[src/rtl/vga_timing_gen.sv]
// rtl/vga_timing_gen.sv - VGA raster timing generator with scalable active window
// Pixel/line counters plus a one-cycle-latency registered decode of sync, blank and window outputs.
module vga_timing_gen #(
  parameter int H_DISPLAY = 640,
  parameter int H_FRONT   = 16,
  parameter int H_SYNC    = 96,
  parameter int H_BACK    = 48,
  parameter int V_DISPLAY = 480,
  parameter int V_FRONT   = 10,
  parameter int V_SYNC    = 2,
  parameter int V_BACK    = 33,
  parameter bit HS_POL    = 1'b0,
  parameter bit VS_POL    = 1'b0,
  parameter int CW        = 10
) (
  input  logic          clk25,
  input  logic          rst,
  input  logic          en,
  input  logic [1:0]    mode,
  output logic          hsync,
  output logic          vsync,
  output logic          nblank,
  output logic          nsync,
  output logic          active_area,
  output logic [CW-1:0] x,
  output logic [CW-1:0] y,
  output logic          frame_start,
  output logic          line_start,
  output logic          clkout
);

  localparam int H_TOTAL = H_DISPLAY + H_FRONT + H_SYNC + H_BACK;
  localparam int V_TOTAL = V_DISPLAY + V_FRONT + V_SYNC + V_BACK;

  generate
    if ((H_TOTAL > (1 << CW)) || (V_TOTAL > (1 << CW))) begin : g_cw_check
      $error("vga_timing_gen: CW too narrow for H_TOTAL/V_TOTAL");
    end
  endgenerate

  localparam logic [CW-1:0] H_LAST     = CW'(H_TOTAL - 1);
  localparam logic [CW-1:0] V_LAST     = CW'(V_TOTAL - 1);
  localparam logic [CW-1:0] HS_START   = CW'(H_DISPLAY + H_FRONT);
  localparam logic [CW-1:0] HS_END     = CW'(H_DISPLAY + H_FRONT + H_SYNC - 1);
  localparam logic [CW-1:0] VS_START   = CW'(V_DISPLAY + V_FRONT);
  localparam logic [CW-1:0] VS_END     = CW'(V_DISPLAY + V_FRONT + V_SYNC - 1);
  localparam logic [CW-1:0] H_VIS      = CW'(H_DISPLAY);
  localparam logic [CW-1:0] H_VIS_HALF = CW'(H_DISPLAY / 2);
  localparam logic [CW-1:0] H_VIS_QTR  = CW'(H_DISPLAY / 4);
  localparam logic [CW-1:0] V_VIS      = CW'(V_DISPLAY);
  localparam logic [CW-1:0] V_VIS_HALF = CW'(V_DISPLAY / 2);
  localparam logic [CW-1:0] V_VIS_QTR  = CW'(V_DISPLAY / 4);

  logic [CW-1:0] r_hcnt;
  logic [CW-1:0] r_vcnt;
  logic [1:0]    r_mode_q;
  logic          r_hsync;
  logic          r_vsync;
  logic          r_nblank;
  logic          r_active;
  logic [CW-1:0] r_x;
  logic [CW-1:0] r_y;
  logic          r_frame_start;
  logic          r_line_start;

  logic          w_h_last;
  logic          w_v_last;
  logic          w_in_hs;
  logic          w_in_vs;
  logic          w_in_display;
  logic          w_in_window;
  logic [CW-1:0] w_h_lim;
  logic [CW-1:0] w_v_lim;

  assign w_h_last     = (r_hcnt == H_LAST);
  assign w_v_last     = (r_vcnt == V_LAST);
  assign w_in_hs      = (r_hcnt >= HS_START) && (r_hcnt <= HS_END);
  assign w_in_vs      = (r_vcnt >= VS_START) && (r_vcnt <= VS_END);
  assign w_in_display = (r_hcnt < H_VIS) && (r_vcnt < V_VIS);
  assign w_in_window  = (r_hcnt < w_h_lim) && (r_vcnt < w_v_lim);

  // mode 3 is an unused encoding and falls back to the full window
  always_comb begin
    w_h_lim = H_VIS;
    w_v_lim = V_VIS;
    case (r_mode_q)
      2'd1: begin
        w_h_lim = H_VIS_HALF;
        w_v_lim = V_VIS_HALF;
      end
      2'd2: begin
        w_h_lim = H_VIS_QTR;
        w_v_lim = V_VIS_QTR;
      end
      default: begin
        w_h_lim = H_VIS;
        w_v_lim = V_VIS;
      end
    endcase
  end

  // Window size is sampled only on the last pixel of a frame so a frame never changes shape mid-scan
  always_ff @(posedge clk25 or negedge rst) begin
    if (!rst) begin
      r_hcnt   <= '0;
      r_vcnt   <= '0;
      r_mode_q <= 2'd0;
    end else if (en) begin
      if (w_h_last) begin
        r_hcnt <= '0;
        if (w_v_last) begin
          r_vcnt   <= '0;
          r_mode_q <= mode;
        end else begin
          r_vcnt <= r_vcnt + 1'b1;
        end
      end else begin
        r_hcnt <= r_hcnt + 1'b1;
      end
    end
  end

  always_ff @(posedge clk25 or negedge rst) begin
    if (!rst) begin
      r_hsync       <= ~HS_POL;
      r_vsync       <= ~VS_POL;
      r_nblank      <= 1'b0;
      r_active      <= 1'b0;
      r_x           <= '0;
      r_y           <= '0;
      r_frame_start <= 1'b0;
      r_line_start  <= 1'b0;
    end else if (en) begin
      r_hsync       <= w_in_hs ? HS_POL : ~HS_POL;
      r_vsync       <= w_in_vs ? VS_POL : ~VS_POL;
      r_nblank      <= w_in_display;
      r_active      <= w_in_window;
      r_x           <= w_in_window ? r_hcnt : '0;
      r_y           <= w_in_window ? r_vcnt : '0;
      r_frame_start <= (r_hcnt == '0) && (r_vcnt == '0);
      r_line_start  <= (r_hcnt == '0) && (r_vcnt < V_VIS);
    end else begin
      r_frame_start <= 1'b0;
      r_line_start  <= 1'b0;
    end
  end

  assign hsync       = r_hsync;
  assign vsync       = r_vsync;
  assign nblank      = r_nblank;
  assign nsync       = 1'b1;
  assign active_area = r_active;
  assign x           = r_x;
  assign y           = r_y;
  assign frame_start = r_frame_start;
  assign line_start  = r_line_start;
  assign clkout      = clk25;

endmodule

[config.mk]
export PLATFORM = sky130hd
export DESIGN_NAME = vga_timing_gen
export DESIGN_NICKNAME = d
export VERILOG_FILES = /design/src/rtl/vga_timing_gen.sv
export SDC_FILE = /design/constraint.sdc
export NUM_CORES = 1
export LEC_CHECK = 0
export ABC_AREA = 1
export BUFFER_PORTS_ARGS = -buffer_cell sky130_fd_sc_hd__clkbuf_2
export CAP_MARGIN = 20
export CORE_MARGIN = 10
export CORE_UTILIZATION = 28
export DETAILED_ROUTE_END_ITERATION = 7
export REMOVE_ABC_BUFFERS = 1
export SLEW_MARGIN = 10
export SYNTH_ARGS = -nofsm -noshare
export SYNTH_HDL_FRONTEND = slang
export SYNTH_SLANG_ARGS = --single-unit
[constraint.sdc]
create_clock -name clk25 -period 1.9 [get_ports clk25]
set_input_delay 0.285 -clock clk25 [delete_from_list [all_inputs] [get_ports clk25]]
set_output_delay 0.285 -clock clk25 [all_outputs]
set_load 0.01 [all_outputs]
==> impl_metrics.toml <==
[cts]
numCtsBuffers = 5
h-tree-depth = 2
insertion_delay_ns = 0.31
cts.reportedPaths.clkPinSlew_ns = 0.09
cts_root_buffer = "clkbuf_8"
clockBufferDepth = 2
cts_tree = "yes"

[yosys]
synth-seq-cells = 48
avgSynthCellArea_sq_um = 8.25
yosys_warnings = 0
synth_area_sq_mm = 0.00254
synth.distinct_cells = 27
synthCells = 308
seq_area_frac_synth_pct = 47.4

[worst_hold_path]
min_path_type = "in -> reg"
hold_depth = 3
hp-start = "mode[1]"

[setup_path]
path_class = "reg -> reg"
crit_buf_inv = 2
cp.arrival_ns = 2.07
critPathTopFamily = "adder cells"
rr_endpoint = "y[7]$_DFFE_PN0P_"
reg2reg_from = "r_mode_q[1]$_DFFE_PN0P_"
ff2ff_setup_slack_ns = 0.07
r2r_cells = 9
start_kind = "register"
slowest_stage = "dfrtp_2"
critical_path.endpoint = "y[7]$_DFFE_PN0P_"
crit_path_end_kind = "register"
crit_chain = "ha_4 -> inv_1 -> ha_1 -> nor2_2 -> nand3_2 -> a21oi_4 -> buf_6 -> nand3_1 -> nand2_1"
worstPathMaxFanout = 7
cp.depth = 9
cp_slowest_stage_delay_ns = 0.45
crit_start = "r_mode_q[1]$_DFFE_PN0P_"
required_ns = 2.14

[routing]
vias = 2143
dr.pass1.iters = 4
routed_wirelength_microns = 6040
wl_per_cell_microns = 13.2
drt_iter0_drc = 142
drc_errors = 0
antenna_left = 0
viasPerCell = 4.69

[placed_design]
portBuffers = 31
dp_hpwl_microns = 4340
gp_congestion = 0.860
placed_area_sq_mm = 0.00285

[timing]
timing.fmax_mhz = 547
setup_viol = 0
period_share_pct = 96.2
tns_ns = 0
finClkSkew_ns = 0.0104
slew_violations = 0
hold_slack_ns = 0.200
hold_viol_final = 0
min_period_ns = 1.83
relSlewSlack_pct = 64.7
tightest_slew_ns = 0.530

[finish]
area_growth_pct = 22.5
fillers = 895
postLayoutCellArea_sq_mm = 0.00311
post-route-util_pct = 35.5
drive_gt1_share_pct = 22.1
nets = 368
antenna_cells = 0

[pwr]
finalPower_uw = 2940
power.density_mw_per_mm2 = 944
cellLeakagePower_uw = 0.00165
vdd_drop_max_uv = 300

[status]
status = "completed"

[floorplanning]
core_sq_mm = 0.00876
fp-row-count = 34
die_area_sq_mm = 0.0133
initial_core_util_pct = 29.0
fp.dieH_microns = 115
die_x_microns = 115
ios = 33

[grt]
globalRouteOverflowTotal = 0
grtUsageTotal_pct = 8.98
grt_pass1_wl_microns = 10000
grt_antenna_before_repair = 0
grt_start_max_net_pins = 31
grt_pass1_vias = 2153

[flow_run]
drv_cap = 0
## per-layer routing
layer / up-vias / wire length [microns] / GRT usage [%]
met5: - / 0 / 0
met4: 0 / 34 / 3.88
met3: 4 / 322 / 1.82
met2: 43 / 2870 / 15.1
met1: 1044 / 2820 / 10.9
li1: 1052 / - / -
## tightest hold or removal path: stages
cell	delay [ns]
clkbuf_2	0.08
nand3_1	0.07
nand2_1	0.05
## placed cells by master (no fill, tap or decap), types with 7 or more instances in the layout
master / instances
nand3_1: 38
nand2_1: 77
nor3_1: 7
buf_4: 7
clkbuf_2: 31
dfrtp_1: 45
xor2_1: 11
nor2_1: 29
o21ai_0: 9
ha_1: 12
inv_1: 29
## final cells by class
class | instances | area, sq um | share of cell area (%)
multi-input cells | 214 | 1210 | 38.8
flip-flops and latches | 48 | 1200 | 38.7
repair buffers | 44 | 298 | 9.57
well taps | 108 | 135 | 4.34
inverters | 34 | 128 | 4.10
clock buffers | 6 | 73.8 | 2.37
clock inverters | 3 | 65.1 | 2.09
## registers in the layout, summed over array words and instances (netlist names), 2 cells and up
register,count
r_hcnt,10
r_vcnt,10
x,10
y,10
r_mode_q,2
## per-stage QoR
step / worst slack [ns] / cells
after CTS: 0.0271 / 453
after floorplan: -0.302 / 296
after global routing: -0.0359 / 457
after detailed placement: 0.0159 / 444
after global placement: 0.111 / 444
final: 0.0718 / 457
## repair_timing
action	in CTS	in global routing
buffers inserted	0	3
endpoints found under the hold margin	17	0
hold buffers	1	0
setup endpoints to repair	1	20
gates cloned	0	1
resized for setup	1	20
pin swaps	0	5
## Yosys cell counts
master	number	share of area [%]
conb_1	1	0.15
nor2_4	1	0.44
inv_1	31	4.6
clkbuf_1	2	0.30
nand3_1	41	8.1
nand3_2	1	0.39
a22oi_1	1	0.30
ha_1	15	7.4
buf_2	7	1.4
nor2_2	2	0.49
dfstp_2	2	2.1
nand3b_1	1	0.30
nand4_1	5	1.2
inv_2	3	0.44
dfrtp_1	46	45
buf_8	1	0.59
a31oi_1	1	0.25
nand2_1	78	12
nand2_2	1	0.25
nor2_8	1	0.79
nand2_4	1	0.44
o21ai_0	9	1.8
xor2_1	11	3.8
a21oi_1	6	1.2
buf_4	2	0.59
nor3_1	7	1.4
nor2_1	31	4.6
## cells by family after synthesis
| group | Yosys count | share of synthesized area (%) |
|---|---|---|
| AND/OR/NAND/NOR | 170 | 29.9 |
| flip-flops | 48 | 47.4 |
| buffers and inverters | 46 | 7.88 |
| AO/OA/AOI/OAI | 17 | 3.50 |
| adder cells (fa/ha/maj) | 15 | 7.39 |
| XOR/XNOR | 11 | 3.79 |
| other | 1 | 0.148 |
## where the power goes
group | leakage [uW] | internal [uW] | switching (uW) | total [uW]
logic | 0.000979 | 279 | 404 | 683
registers | 0.000602 | 1180 | 159 | 1340
clock network | 0.0000723 | 537 | 374 | 911
total | 0.00165 | 2000 | 937 | 2940
## worst min path at each step
| stage | endpoint |
|---|---|
| floorplan | active_area$_DFFE_PN0P_ |
| global placement | y[9]$_DFFE_PN0P_ |
| detailed placement | y[9]$_DFFE_PN0P_ |
| CTS | r_mode_q[1]$_DFFE_PN0P_ |
| global route | r_mode_q[1]$_DFFE_PN0P_ |
| finish | r_mode_q[1]$_DFFE_PN0P_ |
(Power assumes the default switching activity.)
